File: src/rtl/jt10_adpcmb_romfetch_if.sv
// Word-wide memory bus between the ADPCM-B fetch front end and external memory.
//   mem_addr  23  word address (driven by master)
//   mem_req    1  level request, held until acknowledged (driven by master)
//   mem_ack    1  one-cycle acknowledge, mem_dout valid in that cycle (driven by slave)
//   mem_dout  16  word read from memory (driven by slave)
interface jt10_adpcmb_romfetch_if;
    logic [22:0] mem_addr;
    logic        mem_req;
    logic        mem_ack;
    logic [15:0] mem_dout;

    modport master (output mem_addr, output mem_req, input mem_ack, input mem_dout);
    modport slave  (input mem_addr, input mem_req, output mem_ack, output mem_dout);
endinterface

File: src/rtl/jt10_adpcmb_romfetch.sv
// ADPCM-B ROM fetch front end.
// Serves bytes to the ADPCM-B driver from a two-slot word buffer: CUR holds the
// word being read, NXT holds the prefetched following word. Buffer fills go out on
// a 16-bit req/ack memory bus with at most one transaction in flight.
// Ports:
//   clk, rst_n   clock, asynchronous active-low reset
//   clr          synchronous invalidate of both slots (ROM reload)
//   roe_n        one-cycle active-low read strobe from the driver
//   addr  [23:0] byte address, valid while roe_n is low
//   data  [7:0]  registered byte to the driver, held between updates
//   late         one-cycle pulse when a strobe lands on a still-pending demand fill
//   mem          memory bus (master side)
module jt10_adpcmb_romfetch #(
    parameter int BSWAP    = 0,
    parameter int PREFETCH = 1
) (
    input  logic                          clk,
    input  logic                          rst_n,
    input  logic                          clr,
    input  logic                          roe_n,
    input  logic [23:0]                   addr,
    output logic [7:0]                    data,
    output logic                          late,
    jt10_adpcmb_romfetch_if.master        mem
);

    typedef enum logic [1:0] {
        ST_IDLE   = 2'd0,
        ST_DEMAND = 2'd1,
        ST_PREF   = 2'd2
    } state_t;

    state_t      state_q, state_d;
    logic        cur_v_q, cur_v_d;
    logic [22:0] cur_tag_q, cur_tag_d;
    logic [15:0] cur_word_q, cur_word_d;
    logic        nxt_v_q, nxt_v_d;
    logic [22:0] nxt_tag_q, nxt_tag_d;
    logic [15:0] nxt_word_q, nxt_word_d;
    logic        pend_v_q, pend_v_d;
    logic [22:0] pend_tag_q, pend_tag_d;
    logic        pend_b_q, pend_b_d;
    logic        disc_q, disc_d;      // outstanding transaction was orphaned by clr
    logic [22:0] mem_addr_q, mem_addr_d;
    logic        mem_req_q, mem_req_d;
    logic [7:0]  data_q, data_d;
    logic        late_q, late_d;

    logic        strobe_s;
    logic [22:0] wtag_s;
    logic        ack_s;
    logic        demand_fill_s;
    logic        pref_fill_s;
    logic        pf_want_s;
    logic [22:0] pf_tag_s;

    // Byte lane select inside a 16-bit word, honouring the byte order option.
    function automatic logic [7:0] sel_byte(input logic [15:0] w, input logic b);
        logic hi;
        hi = b ^ (BSWAP != 0);
        return hi ? w[15:8] : w[7:0];
    endfunction

    assign strobe_s = ~roe_n;
    assign wtag_s   = addr[23:1];
    // Acks without an outstanding request are ignored.
    assign ack_s    = mem.mem_ack & mem_req_q;

    // A demand ack only fills CUR if it still answers the latest pending miss.
    assign demand_fill_s = ack_s && (state_q == ST_DEMAND) && !disc_q && pend_v_q
                           && (mem_addr_q == pend_tag_q);
    // A prefetch ack is only useful if it still follows CUR and no miss overtook it.
    assign pref_fill_s   = ack_s && (state_q == ST_PREF) && !disc_q && cur_v_q
                           && !pend_v_q && (mem_addr_q == (cur_tag_q + 23'd1));

    // Next-state: ack write first, then clr, then strobe lookup, then bus sequencing.
    always_comb begin
        state_d    = state_q;
        cur_v_d    = cur_v_q;
        cur_tag_d  = cur_tag_q;
        cur_word_d = cur_word_q;
        nxt_v_d    = nxt_v_q;
        nxt_tag_d  = nxt_tag_q;
        nxt_word_d = nxt_word_q;
        pend_v_d   = pend_v_q;
        pend_tag_d = pend_tag_q;
        pend_b_d   = pend_b_q;
        disc_d     = disc_q;
        mem_addr_d = mem_addr_q;
        mem_req_d  = mem_req_q;
        data_d     = data_q;
        late_d     = 1'b0;
        pf_want_s  = 1'b0;
        pf_tag_s   = 23'd0;

        if (demand_fill_s) begin
            cur_v_d    = 1'b1;
            cur_tag_d  = mem_addr_q;
            cur_word_d = mem.mem_dout;
            data_d     = sel_byte(mem.mem_dout, pend_b_q);
            pend_v_d   = 1'b0;
            pf_want_s  = (PREFETCH != 0);
            pf_tag_s   = mem_addr_q + 23'd1;
        end else if (pref_fill_s) begin
            nxt_v_d    = 1'b1;
            nxt_tag_d  = mem_addr_q;
            nxt_word_d = mem.mem_dout;
        end else begin
            // stale or discarded acks leave the slots untouched
            nxt_v_d    = nxt_v_d;
        end

        if (clr) begin
            cur_v_d   = 1'b0;
            nxt_v_d   = 1'b0;
            pend_v_d  = 1'b0;
            pf_want_s = 1'b0;
        end else begin
            cur_v_d   = cur_v_d;
        end

        if (strobe_s) begin
            if (!clr && cur_v_d && (cur_tag_d == wtag_s)) begin
                data_d = sel_byte(cur_word_d, addr[0]);
            end else if (!clr && nxt_v_d && (nxt_tag_d == wtag_s)) begin
                cur_v_d    = 1'b1;
                cur_tag_d  = nxt_tag_d;
                cur_word_d = nxt_word_d;
                nxt_v_d    = 1'b0;
                data_d     = sel_byte(nxt_word_d, addr[0]);
                pf_want_s  = (PREFETCH != 0);
                pf_tag_s   = wtag_s + 23'd1;
            end else begin
                cur_v_d    = 1'b0;
                nxt_v_d    = 1'b0;
                pend_v_d   = 1'b1;
                pend_tag_d = wtag_s;
                pend_b_d   = addr[0];
                pf_want_s  = 1'b0;
                // the demand fill is still outstanding after this cycle
                late_d     = (state_q == ST_DEMAND) && !demand_fill_s;
            end
        end else begin
            late_d = 1'b0;
        end

        // The bus may only move when idle or on the ack cycle.
        if ((state_q == ST_IDLE) || ack_s) begin
            disc_d = 1'b0;
            if (pend_v_d) begin
                state_d    = ST_DEMAND;
                mem_req_d  = 1'b1;
                mem_addr_d = pend_tag_d;
            end else if (pf_want_s) begin
                state_d    = ST_PREF;
                mem_req_d  = 1'b1;
                mem_addr_d = pf_tag_s;
            end else begin
                state_d    = ST_IDLE;
                mem_req_d  = 1'b0;
            end
        end else begin
            disc_d = disc_q | clr;
        end
    end

    // State and output registers.
    always_ff @(posedge clk or negedge rst_n) begin
        if (!rst_n) begin
            state_q    <= ST_IDLE;
            cur_v_q    <= 1'b0;
            cur_tag_q  <= 23'd0;
            cur_word_q <= 16'd0;
            nxt_v_q    <= 1'b0;
            nxt_tag_q  <= 23'd0;
            nxt_word_q <= 16'd0;
            pend_v_q   <= 1'b0;
            pend_tag_q <= 23'd0;
            pend_b_q   <= 1'b0;
            disc_q     <= 1'b0;
            mem_addr_q <= 23'd0;
            mem_req_q  <= 1'b0;
            data_q     <= 8'd0;
            late_q     <= 1'b0;
        end else begin
            state_q    <= state_d;
            cur_v_q    <= cur_v_d;
            cur_tag_q  <= cur_tag_d;
            cur_word_q <= cur_word_d;
            nxt_v_q    <= nxt_v_d;
            nxt_tag_q  <= nxt_tag_d;
            nxt_word_q <= nxt_word_d;
            pend_v_q   <= pend_v_d;
            pend_tag_q <= pend_tag_d;
            pend_b_q   <= pend_b_d;
            disc_q     <= disc_d;
            mem_addr_q <= mem_addr_d;
            mem_req_q  <= mem_req_d;
            data_q     <= data_d;
            late_q     <= late_d;
        end
    end

    assign data         = data_q;
    assign late         = late_q;
    assign mem.mem_addr = mem_addr_q;
    assign mem.mem_req  = mem_req_q;

endmodule

File: src/flat_wrapper.sv
// flat-port wrapper written by rule: the top's interface ports become plain ports
module jt10_adpcmb_romfetch_flat 
#(
    parameter int BSWAP    = 0,
    parameter int PREFETCH = 1
)
  (clk, rst_n, clr, roe_n, addr, data, late, mem_mem_addr, mem_mem_req, mem_mem_ack, mem_mem_dout);
  jt10_adpcmb_romfetch_if mem_i ();
  input  logic clk;
  input  logic rst_n;
  input  logic clr;
  input  logic roe_n;
  input  logic [23:0] addr;
  output logic [7:0] data;
  output logic late;
  output wire logic [$bits(mem_i.mem_addr)-1:0] mem_mem_addr;
  output wire logic [$bits(mem_i.mem_req)-1:0] mem_mem_req;
  input wire logic [$bits(mem_i.mem_ack)-1:0] mem_mem_ack;
  input wire logic [$bits(mem_i.mem_dout)-1:0] mem_mem_dout;
  assign mem_mem_addr = mem_i.mem_addr;
  assign mem_mem_req = mem_i.mem_req;
  assign mem_i.mem_ack = mem_mem_ack;
  assign mem_i.mem_dout = mem_mem_dout;
  jt10_adpcmb_romfetch #(.BSWAP(BSWAP), .PREFETCH(PREFETCH)) u_core (.clk(clk), .rst_n(rst_n), .clr(clr), .roe_n(roe_n), .addr(addr), .data(data), .late(late), .mem(mem_i));
endmodule
File: config.mk
export PLATFORM = sky130hd
export DESIGN_NAME = jt10_adpcmb_romfetch_flat
export DESIGN_NICKNAME = d
export VERILOG_FILES = /design/src/rtl/jt10_adpcmb_romfetch_if.sv /design/src/rtl/jt10_adpcmb_romfetch.sv /design/src/flat_wrapper.sv
export SDC_FILE = /design/constraint.sdc
export NUM_CORES = 1
export LEC_CHECK = 0
export CAP_MARGIN = 25
export CORE_MARGIN = 2
export CORE_UTILIZATION = 45
export CTS_BUF_LIST = sky130_fd_sc_hd__clkbuf_2
export CTS_CLUSTER_DIAMETER = 80
export CTS_CLUSTER_SIZE = 24
export DETAILED_ROUTE_END_ITERATION = 7
export GPL_TIMING_DRIVEN = 0
export SYNTH_ARGS = -nofsm -noshare
export SYNTH_HDL_FRONTEND = slang
export SYNTH_SLANG_ARGS = --single-unit
File: constraint.sdc
create_clock -name clk -period 4.4 [get_ports clk]
set_input_delay 0.44 -clock clk [delete_from_list [all_inputs] [get_ports clk]]
set_output_delay 0.44 -clock clk [all_outputs]
set_load 0.01 [all_outputs]
==> flow_summary.ini <==
[timing]
whs_ps = 74.4
worst_pin_slew_ps = 1110
period_needed_ps = 4390
finalHoldViolations = 0
slew_viol_final = 0
fmax_mhz = 228
finalClockSkew_ps = 55.6
period_share_pct = 99.8
finalSetupTns_ps = 0
slew_headroom_pct = 25.4
finalSetupViolations = 0

[placement]
numPortBuffers = 62
place_hpwl_microns = 26300
routabilityCongestion = 0.977
dpl_cell_area_sq_um = 10700
dpl.cell_count = 1432

[worst_setup_path]
cp.required_ps = 5080
endpoint_kind = flop
start_kind = flop
critPathSlowestCell = dfrtp_1
cpPeakStageDelay_ps = 520
crit_fanout = 8
path_cells = ha_1 > xor2_1 > nor3_2 > nand3_1 > nor4_1 > nand4_1 > nor4_2 > mux2_2 > or4_1 > clkbuf_1 > o22a_1 > a32o_1
path_class = flop to flop
cp.arrival_ps = 5070
r2r_cells = 12

[die]
start_util_pct = 45.9
dieArea_sq_um = 22700
die_h_microns = 151
fp.dieW_microns = 151
rows = 53
ios = 78
design.core.area_sq_um = 21100

[cts]
path_clk_slew_ps = 290
cts_made_buffers = 17
htree_levels = 4
root_buffer = clkbuf_2
cts.sinks = 141
worstSkewPairLatency_ps = 800
tritoncts = yes
clockBufferDepth = 2

[logic_synthesis]
synth-seq-cells = 141
synth_most_common_cell = nand2_1
synth_top_cell_by_area = dfrtp_1
syn_nets = 1142
ys_seq_area_share_pct = 36.5
ys.flop_type = dfrtp_1
avgSynthCellArea_sq_um = 8.85
yosys-top-cells-area = dfrtp_1 36%, mux2_2 9.1%, xnor2_1 7.2%
async_reset_ff_share_pct = 100
ys_warn_count = 0
synthTopCellsByCount = 143 x nand2_1, 141 x dfrtp_1, 80 x xnor2_1
synth_edf_count = 0
syn_area_sq_um = 9680
synth_top_area_share_pct = 36.5
syn_inst = 1094
synth.distinct_cells = 67

[route]
firstDrtPassIters = 8
wire_per_inst_microns = 24.6
drt_wl_total_microns = 36100
dr_total_vias = 9069
remaining_drc_errors = 0
via_per_inst = 6.17
drt_iter0_drc = 944
ant_nets = 0

[global_route]
groute.usage.overall_pct = 32.2
grt_pass1_wl_microns = 53800
grt_pass1_vias = 8618
grt_max_degree = 83
antenna_found_initial = 1
grt.overflow.total = 0

[min_path]
whs_path_depth = 3
hold_path.class = input port to flop

[cells_and_area]
drive_gt1_share_pct = 15.4
nNetsFinal = 1227
fin_cells = 1469
fin_area_sq_um = 11100
fillerInstances = 2010
syn2layout_area_growth_pct = 14.7
post-route-util_pct = 52.6

[outcome]
status = finished clean

[pwr]
p_leak_nw = 4.71
power.density_nw_per_um2 = 414
irDropWorstVdd_mv = 0.251

[job]
maxCapViolCount = 0
==> registers in the layout, indices dropped and copies added, names as in the netlist, 2 cells and up <==
register             count
u_core.cur_tag_q        23
u_core.mem.mem_addr     23
u_core.nxt_tag_q        23
u_core.pend_tag_q       23
u_core.cur_word_q       16
u_core.nxt_word_q       16
u_core.data              8
u_core.state_q           2
==> cells in the final DEF, fill, tap and decap left out, types with 7 or more instances in the layout <==
| cell type | Yosys | routed |
|---|---|---|
| o21ai_0 | 56 | 56 |
| or3_1 | 8 | 8 |
| o31ai_1 | 13 | 13 |
| clkbuf_1 | 59 | 43 |
| o2bb2a_1 | 8 | 8 |
| xor2_1 | 54 | 54 |
| and3_1 | 8 | 8 |
| o221ai_1 | 10 | 10 |
| clkdlybuf4s50_1 | 0 | 61 |
| a31oi_1 | 7 | 7 |
| inv_1 | 25 | 25 |
| nor3_1 | 25 | 24 |
| o22ai_1 | 12 | 12 |
| nand3_1 | 35 | 34 |
| nor2_1 | 62 | 61 |
| nand2_1 | 143 | 143 |
| buf_4 | 7 | 13 |
| dfrtp_1 | 141 | 137 |
| clkbuf_2 | 0 | 25 |
| mux2_2 | 78 | 78 |
| nand4_1 | 29 | 29 |
| buf_2 | 18 | 21 |
| nor4_1 | 18 | 15 |
| a21oi_1 | 56 | 56 |
| xnor2_1 | 80 | 78 |
| mux2i_1 | 39 | 39 |
| nand2b_1 | 11 | 11 |
==> layout make-up <==
| cell class | instances | area (sq um) | share of cell area (%) |
|---|---|---|---|
| well taps | 275 | 344 | 3.10 |
| flip-flops and latches | 141 | 3530 | 31.8 |
| repair buffers | 73 | 729 | 6.57 |
| clock inverters | 15 | 173 | 1.56 |
| multi-input cells | 835 | 5740 | 51.7 |
| plain buffers | 85 | 393 | 3.54 |
| diodes | 2 | 5.00 | 0.0451 |
| clock buffers | 17 | 85.1 | 0.767 |
| inverters | 26 | 97.6 | 0.879 |
==> path summary, 6_finish.rpt <==
path                                      start                      end  slack, ps
max                         u_core.cur_tag_q[1]  u_core.mem.mem_addr[12]          9
min                                     addr[6]     u_core.pend_tag_q[5]         70
max reg2reg                 u_core.cur_tag_q[1]  u_core.mem.mem_addr[12]          9
min reg2reg                u_core.nxt_word_q[7]     u_core.nxt_word_q[7]        550
max in group asynchronous                 rst_n           u_core.cur_v_q       3330
min in group asynchronous                 rst_n     u_core.pend_tag_q[0]        220
==> logic make-up after synthesis <==
kind of cell | count (synthesis) | share of synthesized area, %
buffers and inverters | 118 | 5.08
adders and majority gates | 3 | 0.388
xor gates and xnor gates | 134 | 12.1
and+or+nand+nor | 366 | 18.3
AOI/OAI and AO/OA | 215 | 14.5
muxes | 117 | 13.1
DFF | 141 | 36.5
==> what timing repair did <==
item                                   4_1_cts  5_1_grt
pin swaps                                    4        3
endpoints found under the hold margin       82        0
setup buffers                                6        2
hold buffers                                 2        0
resized for setup                           15       23
setup endpoints to repair                  114      100
==> worst max-delay path: cells and delay by family, from the launching register on <==
kind                     cells  cell delay (ps)
adder cells (fa/ha/maj)      1              310
buffers and inverters        1              290
AO/OA/AOI/OAI                2              500
flip-flops                   1              520
multiplexers                 1              430
XOR/XNOR                     1              190
AND/OR/NAND/NOR              6             2030
==> layer usage <==
metal / GRT usage [%] / vias up / share of wire [%]
met5: 0 / - / 0
met4: 16.7 / 0 / 5.2
met3: 4.67 / 109 / 8.4
met2: 50.2 / 547 / 45
met1: 43.4 / 4366 / 42
li1: - / 4047 / -
==> where the power goes <==
group | internal (W) | switching, W
logic | 0.000809 | 0.00117
registers | 0.00145 | 0.000278
clock network | 0.000285 | 0.000605
==> stage by stage <==
| step | setup WS [ps] | power, W |
|---|---|---|
| floorplan | 654 | 0.00281 |
| global placement | -3190 | 0.00365 |
| detailed placement | -709 | 0.00365 |
| CTS | 5.20 | 0.00452 |
| global route | -4.27 | 0.00479 |
| finish | 9.06 | 0.00460 |
Note: power is estimated with default switching activity, not from simulation.
